--- config.mk ---
export PLATFORM = sky130hd
export DESIGN_NAME = id_fwd_stage_flat
export DESIGN_NICKNAME = d
export VERILOG_FILES = /design/src/rtl/id_fwd_if.sv /design/src/rtl/id_fwd_stage.sv /design/src/flat_wrapper.sv
export SDC_FILE = /design/constraint.sdc
export NUM_CORES = 1
export LEC_CHECK = 0
export CORE_MARGIN = 2
export CORE_UTILIZATION = 35
export CTS_BUF_LIST = sky130_fd_sc_hd__clkbuf_2 sky130_fd_sc_hd__clkbuf_4 sky130_fd_sc_hd__clkbuf_8
export DETAILED_ROUTE_END_ITERATION = 10
export GPL_TIMING_DRIVEN = 0
export HOLD_SLACK_MARGIN = 0.06
export PLACE_DENSITY_LB_ADDON = 0.08
export SYNTH_ARGS = -nofsm -noshare
export SYNTH_HDL_FRONTEND = slang
export SYNTH_SLANG_ARGS = --single-unit
--- constraint.sdc ---
create_clock -name clk -period 2.09 [get_ports clk]
set_input_delay 0.209 -clock clk [delete_from_list [all_inputs] [get_ports clk]]
set_output_delay 0.209 -clock clk [all_outputs]
set_load 0.03 [all_outputs]
--- src/rtl/id_fwd_if.sv ---
// id_fwd_if: bundles the decode-side inputs and ID/EX-side outputs of id_fwd_stage.
//   master : decoder/forwarding/control producers (drive in_*, src_*, rf_data, imm_i,
//            fwd_*, stall_i, flush_i; observe stall_req_o, out_*, stall_cnt)
//   slave  : id_fwd_stage itself (the reverse directions)
interface id_fwd_if #(
  parameter int unsigned DATA_W  = 32,
  parameter int unsigned ADDR_W  = 5,
  parameter int unsigned NUM_SRC = 2,
  parameter int unsigned NUM_FWD = 2,
  parameter int unsigned CTRL_W  = 11
);
  localparam int unsigned CNT_W = 16;

  logic                       in_valid;
  logic [CTRL_W-1:0]          in_ctrl;
  logic                       in_wreg;
  logic [ADDR_W-1:0]          in_waddr;
  logic [NUM_SRC-1:0]         src_en;
  logic [NUM_SRC*ADDR_W-1:0]  src_addr;
  logic [NUM_SRC*DATA_W-1:0]  rf_data;
  logic [DATA_W-1:0]          imm_i;
  logic [NUM_FWD-1:0]         fwd_wreg;
  logic [NUM_FWD*ADDR_W-1:0]  fwd_waddr;
  logic [NUM_FWD*DATA_W-1:0]  fwd_wdata;
  logic [NUM_FWD-1:0]         fwd_pend;
  logic                       stall_i;
  logic                       flush_i;

  logic                       stall_req_o;
  logic                       out_valid;
  logic [CTRL_W-1:0]          out_ctrl;
  logic                       out_wreg;
  logic [ADDR_W-1:0]          out_waddr;
  logic [NUM_SRC*DATA_W-1:0]  out_src;
  logic [CNT_W-1:0]           stall_cnt;

  modport master (
    output in_valid, in_ctrl, in_wreg, in_waddr, src_en, src_addr, rf_data, imm_i,
           fwd_wreg, fwd_waddr, fwd_wdata, fwd_pend, stall_i, flush_i,
    input  stall_req_o, out_valid, out_ctrl, out_wreg, out_waddr, out_src, stall_cnt
  );

  modport slave (
    input  in_valid, in_ctrl, in_wreg, in_waddr, src_en, src_addr, rf_data, imm_i,
           fwd_wreg, fwd_waddr, fwd_wdata, fwd_pend, stall_i, flush_i,
    output stall_req_o, out_valid, out_ctrl, out_wreg, out_waddr, out_src, stall_cnt
  );
endinterface

--- src/rtl/id_fwd_stage.sv ---
// id_fwd_stage: decode-stage operand selection with forwarding, load-use hazard
// detection and the ID/EX pipeline register.
//   clk, rst : clock and synchronous active-high reset
//   bus      : id_fwd_if.slave -- decoded instruction, source addresses, regfile data,
//              immediate, forwarding stages (index 0 youngest), stall_i/flush_i in;
//              stall_req_o (combinational), registered out_* and stall_cnt out
module id_fwd_stage #(
  parameter int unsigned DATA_W  = 32,
  parameter int unsigned ADDR_W  = 5,
  parameter int unsigned NUM_SRC = 2,
  parameter int unsigned NUM_FWD = 2,
  parameter int unsigned CTRL_W  = 11
) (
  input logic       clk,
  input logic       rst,
  id_fwd_if.slave   bus
);
  localparam int unsigned CNT_W = 16;

  logic [NUM_SRC-1:0]         hit_c;
  logic [NUM_SRC-1:0]         pend_c;
  logic [NUM_SRC*DATA_W-1:0]  fval_c;
  logic [NUM_SRC*DATA_W-1:0]  opnd_c;
  logic                       hazard_c;
  logic                       stall_req_c;

  logic                       valid_q;
  logic [CTRL_W-1:0]          ctrl_q;
  logic                       wreg_q;
  logic [ADDR_W-1:0]          waddr_q;
  logic [NUM_SRC*DATA_W-1:0]  src_q;
  logic [CNT_W-1:0]           cnt_q;

  // Operand select and load-use detection per source
  always_comb begin
    hit_c    = '0;
    pend_c   = '0;
    fval_c   = '0;
    opnd_c   = '0;
    hazard_c = 1'b0;
    for (int i = 0; i < NUM_SRC; i++) begin
      // Walk oldest to youngest so the youngest matching stage is left standing
      for (int k = NUM_FWD - 1; k >= 0; k--) begin
        if (bus.fwd_wreg[k] &&
            (bus.fwd_waddr[k*ADDR_W +: ADDR_W] == bus.src_addr[i*ADDR_W +: ADDR_W])) begin
          hit_c[i]                  = 1'b1;
          pend_c[i]                 = bus.fwd_pend[k];
          fval_c[i*DATA_W +: DATA_W] = bus.fwd_wdata[k*DATA_W +: DATA_W];
        end
      end
      if (!bus.src_en[i]) begin
        // Only the last source slot carries the immediate
        opnd_c[i*DATA_W +: DATA_W] = (i == NUM_SRC - 1) ? bus.imm_i : '0;
      end else if (bus.src_addr[i*ADDR_W +: ADDR_W] == '0) begin
        opnd_c[i*DATA_W +: DATA_W] = '0;
      end else if (hit_c[i]) begin
        opnd_c[i*DATA_W +: DATA_W] = fval_c[i*DATA_W +: DATA_W];
        if (pend_c[i] && bus.in_valid) begin
          hazard_c = 1'b1;
        end
      end else begin
        opnd_c[i*DATA_W +: DATA_W] = bus.rf_data[i*DATA_W +: DATA_W];
      end
    end
  end

  assign stall_req_c = hazard_c | (bus.stall_i & bus.in_valid);

  // ID/EX register: flush > hold > hazard bubble > capture; stall counter saturates
  always_ff @(posedge clk) begin
    if (rst) begin
      valid_q <= 1'b0;
      wreg_q  <= 1'b0;
      waddr_q <= '0;
      ctrl_q  <= '0;
      src_q   <= '0;
      cnt_q   <= '0;
    end else begin
      if (bus.flush_i || (!bus.stall_i && hazard_c)) begin
        valid_q <= 1'b0;
        wreg_q  <= 1'b0;
        waddr_q <= '0;
        ctrl_q  <= '0;
        src_q   <= '0;
      end else if (!bus.stall_i) begin
        valid_q <= bus.in_valid;
        wreg_q  <= bus.in_wreg & bus.in_valid;
        waddr_q <= bus.in_waddr;
        ctrl_q  <= bus.in_ctrl;
        src_q   <= opnd_c;
      end
      if (stall_req_c && (cnt_q != '1)) begin
        cnt_q <= cnt_q + CNT_W'(1);
      end
    end
  end

  assign bus.stall_req_o = stall_req_c;
  assign bus.out_valid   = valid_q;
  assign bus.out_ctrl    = ctrl_q;
  assign bus.out_wreg    = wreg_q;
  assign bus.out_waddr   = waddr_q;
  assign bus.out_src     = src_q;
  assign bus.stall_cnt   = cnt_q;
endmodule

--- src/flat_wrapper.sv ---
// flat-port wrapper written by rule: the top's interface ports become plain ports
module id_fwd_stage_flat 
#(
  parameter int unsigned DATA_W  = 32,
  parameter int unsigned ADDR_W  = 5,
  parameter int unsigned NUM_SRC = 2,
  parameter int unsigned NUM_FWD = 2,
  parameter int unsigned CTRL_W  = 11
)
  (clk, rst, bus_in_valid, bus_in_ctrl, bus_in_wreg, bus_in_waddr, bus_src_en, bus_src_addr, bus_rf_data, bus_imm_i, bus_fwd_wreg, bus_fwd_waddr, bus_fwd_wdata, bus_fwd_pend, bus_stall_i, bus_flush_i, bus_stall_req_o, bus_out_valid, bus_out_ctrl, bus_out_wreg, bus_out_waddr, bus_out_src, bus_stall_cnt);
  id_fwd_if #(.DATA_W(DATA_W), .ADDR_W(ADDR_W), .NUM_SRC(NUM_SRC), .NUM_FWD(NUM_FWD), .CTRL_W(CTRL_W)) bus_i ();
  input logic clk;
  input logic rst;
  input wire logic [$bits(bus_i.in_valid)-1:0] bus_in_valid;
  input wire logic [$bits(bus_i.in_ctrl)-1:0] bus_in_ctrl;
  input wire logic [$bits(bus_i.in_wreg)-1:0] bus_in_wreg;
  input wire logic [$bits(bus_i.in_waddr)-1:0] bus_in_waddr;
  input wire logic [$bits(bus_i.src_en)-1:0] bus_src_en;
  input wire logic [$bits(bus_i.src_addr)-1:0] bus_src_addr;
  input wire logic [$bits(bus_i.rf_data)-1:0] bus_rf_data;
  input wire logic [$bits(bus_i.imm_i)-1:0] bus_imm_i;
  input wire logic [$bits(bus_i.fwd_wreg)-1:0] bus_fwd_wreg;
  input wire logic [$bits(bus_i.fwd_waddr)-1:0] bus_fwd_waddr;
  input wire logic [$bits(bus_i.fwd_wdata)-1:0] bus_fwd_wdata;
  input wire logic [$bits(bus_i.fwd_pend)-1:0] bus_fwd_pend;
  input wire logic [$bits(bus_i.stall_i)-1:0] bus_stall_i;
  input wire logic [$bits(bus_i.flush_i)-1:0] bus_flush_i;
  output wire logic [$bits(bus_i.stall_req_o)-1:0] bus_stall_req_o;
  output wire logic [$bits(bus_i.out_valid)-1:0] bus_out_valid;
  output wire logic [$bits(bus_i.out_ctrl)-1:0] bus_out_ctrl;
  output wire logic [$bits(bus_i.out_wreg)-1:0] bus_out_wreg;
  output wire logic [$bits(bus_i.out_waddr)-1:0] bus_out_waddr;
  output wire logic [$bits(bus_i.out_src)-1:0] bus_out_src;
  output wire logic [$bits(bus_i.stall_cnt)-1:0] bus_stall_cnt;
  assign bus_i.in_valid = bus_in_valid;
  assign bus_i.in_ctrl = bus_in_ctrl;
  assign bus_i.in_wreg = bus_in_wreg;
  assign bus_i.in_waddr = bus_in_waddr;
  assign bus_i.src_en = bus_src_en;
  assign bus_i.src_addr = bus_src_addr;
  assign bus_i.rf_data = bus_rf_data;
  assign bus_i.imm_i = bus_imm_i;
  assign bus_i.fwd_wreg = bus_fwd_wreg;
  assign bus_i.fwd_waddr = bus_fwd_waddr;
  assign bus_i.fwd_wdata = bus_fwd_wdata;
  assign bus_i.fwd_pend = bus_fwd_pend;
  assign bus_i.stall_i = bus_stall_i;
  assign bus_i.flush_i = bus_flush_i;
  assign bus_stall_req_o = bus_i.stall_req_o;
  assign bus_out_valid = bus_i.out_valid;
  assign bus_out_ctrl = bus_i.out_ctrl;
  assign bus_out_wreg = bus_i.out_wreg;
  assign bus_out_waddr = bus_i.out_waddr;
  assign bus_out_src = bus_i.out_src;
  assign bus_stall_cnt = bus_i.stall_cnt;
  id_fwd_stage #(.DATA_W(DATA_W), .ADDR_W(ADDR_W), .NUM_SRC(NUM_SRC), .NUM_FWD(NUM_FWD), .CTRL_W(CTRL_W)) u_core (.clk(clk), .rst(rst), .bus(bus_i));
endmodule
==> flow_summary.yaml <==
floorplan:
  die_h_um: 124
  start_util: 0.361
  core_area_um2: 14000
  rows: 43
  die_w_um: 124
  ioPinCount: 307
  die_area_um2: 15400
placed_design:
  pre_cts_slack_ns: -1.16
  place_congestion: 0.931
  portBuffers: 306
  dpl.hpwl_um: 18200
yosys:
  synth_top_family_by_area: "compound AO/OA/AOI/OAI gates"
  yosysWarnings: 0
  synth-xor-area-share: 0.0365
  yosys.area_share.adder: 0.00248
  synth-compound-area-share: 0.360
  syn_area_um2: 5040
  synth_nets: 756
  synth-edff-count: 0
  synth-simple-area-share: 0.120
  ys_ff_latch: 98
  synth_cells: 547
  ys.flop_type: "dfxtp_1"
  synth.area.mux_share: 0.0469
  ys_seq_area_frac: 0.389
  async_reset_ff_frac: 0
  avgSynthCellArea_um2: 9.22
  synth.distinct_cells: 45
drt:
  drt_iter0_markers: 829
  first_pass_iters: 8
  via_per_inst: 5.82
  postRouteAntennaNets: 0
  drt_wl_total_um: 24000
  vias: 6185
  drcViolationCount: 0
  wl_per_cell_um: 22.6
clock_network:
  htreeDepth: 3
  cts-root-buf: "clkbuf_8"
  cts_buffer_depth: 2
  clk_pin_slew_ns: 0.10
  ctsHoldBuffers: 0
  cts_buffers: 9
  cts.sinks: 98
  cts_tree: "yes"
  clk_latency_ns: 0.38
cells_and_area:
  drive_gt1_frac: 0.142
  synthToLayoutAreaGrowth_pct: 75.8
  final_util: 0.634
  n_fill_cell: 1195
  diodes: 0
  final_common_cell: "clkdlybuf4s50_1"
  final_cell_mix: "clkdlybuf4s50_1, dfxtp_1, nor2_1"
  final_nets: 1086
critical_path:
  arrival_ns: 2.36
  required_ns: 2.41
  crit_type: "in2reg"
  cp-start-kind: "input pin"
  end_kind: "flip-flop"
  cp_max_fo: 5
power_and_ir_drop:
  p_leak_uw: 0.00349
  powerDensity_nw_per_um2: 536
  ir_drop_v: 0.000408
timing:
  worstMarginPinSlew_ns: 0.683
  slew_violations: 0
  max_freq_mhz: 491
  finalHoldViolCount: 0
  finalWorstSetupSlack_ns: 0.0542
  fin_setup_tns_ns: 0
  slew_headroom: 0.545
  setup_viol: 0
  fin_skew_ns: 0.00795
  fin_crit_sh: 0.974
  finalCriticalPeriod_ns: 2.04
global_route:
  grt_antenna_before_repair: 0
  track_usage: 0.291
  grt_pass1_wl_um: 33500
  grt_max_degree: 17
  grt.overflow.total: 0
  grt_pass1_vias: 6125
outcome:
  status: "completed"
flow_run:
  drv_cap: 0
min_path:
  hold_path.class: "in2reg"
-- worst max-delay path, stage by stage --
cell and delay [ns]:
clkbuf_2 0.13, xor2_2 0.20, nor4_4 0.35, buf_4 0.19, nand2_2 0.06, o221a_4 0.31
a21bo_4 0.23, buf_6 0.12, or4_1 0.46, o21ai_1 0.08
-- report_power, final --
group,leakage [uW],switching [uW],internal [uW],total [uW]
sequential,0.000803,53.6,1960,2010
combinational,0.00259,699,755,1450
clock,0.0000959,716,569,1290
total,0.00349,1470,3280,4750
-- per-stage QoR --
step | total power [uW] | std cells | hold WS, ns | instance area (um2)
2_1_floorplan | 2670 | 547 | 0.353 | 5090
6_report | 4750 | 1062 | 0.420 | 8870
4_1_cts | 4750 | 1060 | 0.400 | 8850
3_5_place_dp | 3450 | 1033 | 0.468 | 8370
3_3_place_gp | 3430 | 1033 | 0.461 | 8370
5_1_grt | 4920 | 1062 | 0.430 | 8870
-- registers in the layout, indices dropped and copies added, names as in the netlist --
name and flops:
u_core.bus.out_wreg 1, u_core.bus.out_waddr 5, u_core.bus.stall_cnt 16, u_core.bus.out_ctrl 11, u_core.bus.out_valid 1, u_core.bus.out_src 64
-- logic make-up after synthesis --
logic type	Yosys count
AOI/OAI and AO/OA	224
and+or+nand+nor	124
DFF	98
buffers and inverters	56
muxes	23
xor gates and xnor gates	21
adders and majority gates	1
-- layout make-up --
cell class	count	area [um2]	share of cell area
clock buffers	10	131	0.0148
repair buffers	321	3110	0.350
plain buffers	50	268	0.0302
well taps	180	225	0.0254
flip-flops and latches	98	1970	0.222
clock inverters	6	67.6	0.00762
multi-input cells	393	3090	0.348
inverters	4	15.0	0.00169
-- routing by layer --
metal	share of wire	vias to the layer above	GRT usage
li1	-	2832	-
met1	0.37	2956	0.326
met2	0.50	351	0.516
met3	0.095	46	0.0719
met4	0.030	0	0.136
met5	0	-	0
-- synth_stat cells (3+ instances only) --
master     number  share of area
xnor2_1        13          0.023
a221oi_1       13          0.023
buf_2           5         0.0050
and3_1          6         0.0074
nand2_1        10         0.0074
nand2b_1        3         0.0037
nor2_1         67          0.050
a2bb2oi_1      32          0.056
nor3_1          3         0.0030
inv_1           3         0.0022
and2_1          6         0.0074
xor2_1          8          0.014
nand4_1         5         0.0062
mux2_2          5          0.011
a21oi_1        29          0.029
o21ai_0        38          0.038
nand3_1         9         0.0089
nor2b_1         5         0.0062
or4_1           4         0.0060
a222oi_1       51           0.10
or3_1           3         0.0037
dfxtp_1        98           0.39
mux2i_1        18          0.036
a22oi_1        14          0.021
o211a_1        32          0.063
clkbuf_1       44          0.033
-- worst paths after layout --
check / cells after the start / end / from / slack [ns]
setup / recovery: 10 / u_core.bus.stall_cnt[3] / bus_src_addr[1] / 0.05
hold / removal: 3 / u_core.bus.out_ctrl[9] / bus_in_ctrl[9] / 0.42
setup reg to reg: 8 / u_core.bus.stall_cnt[3] / u_core.bus.stall_cnt[8] / 0.06
hold reg to reg: 1 / u_core.bus.out_src[58] / u_core.bus.out_src[58] / 0.49
-- repair_timing --
| item | in CTS | in global routing |
|---|---|---|
| hold endpoints to repair | 0 | 0 |
| resized for setup | 94 | 40 |
| setup buffers | 13 | 1 |
| endpoints found under the setup margin | 99 | 95 |
| cloned | 0 | 1 |
| pin swaps | 21 | 18 |
No activity file was read; power rests on OpenSTA's default activity.
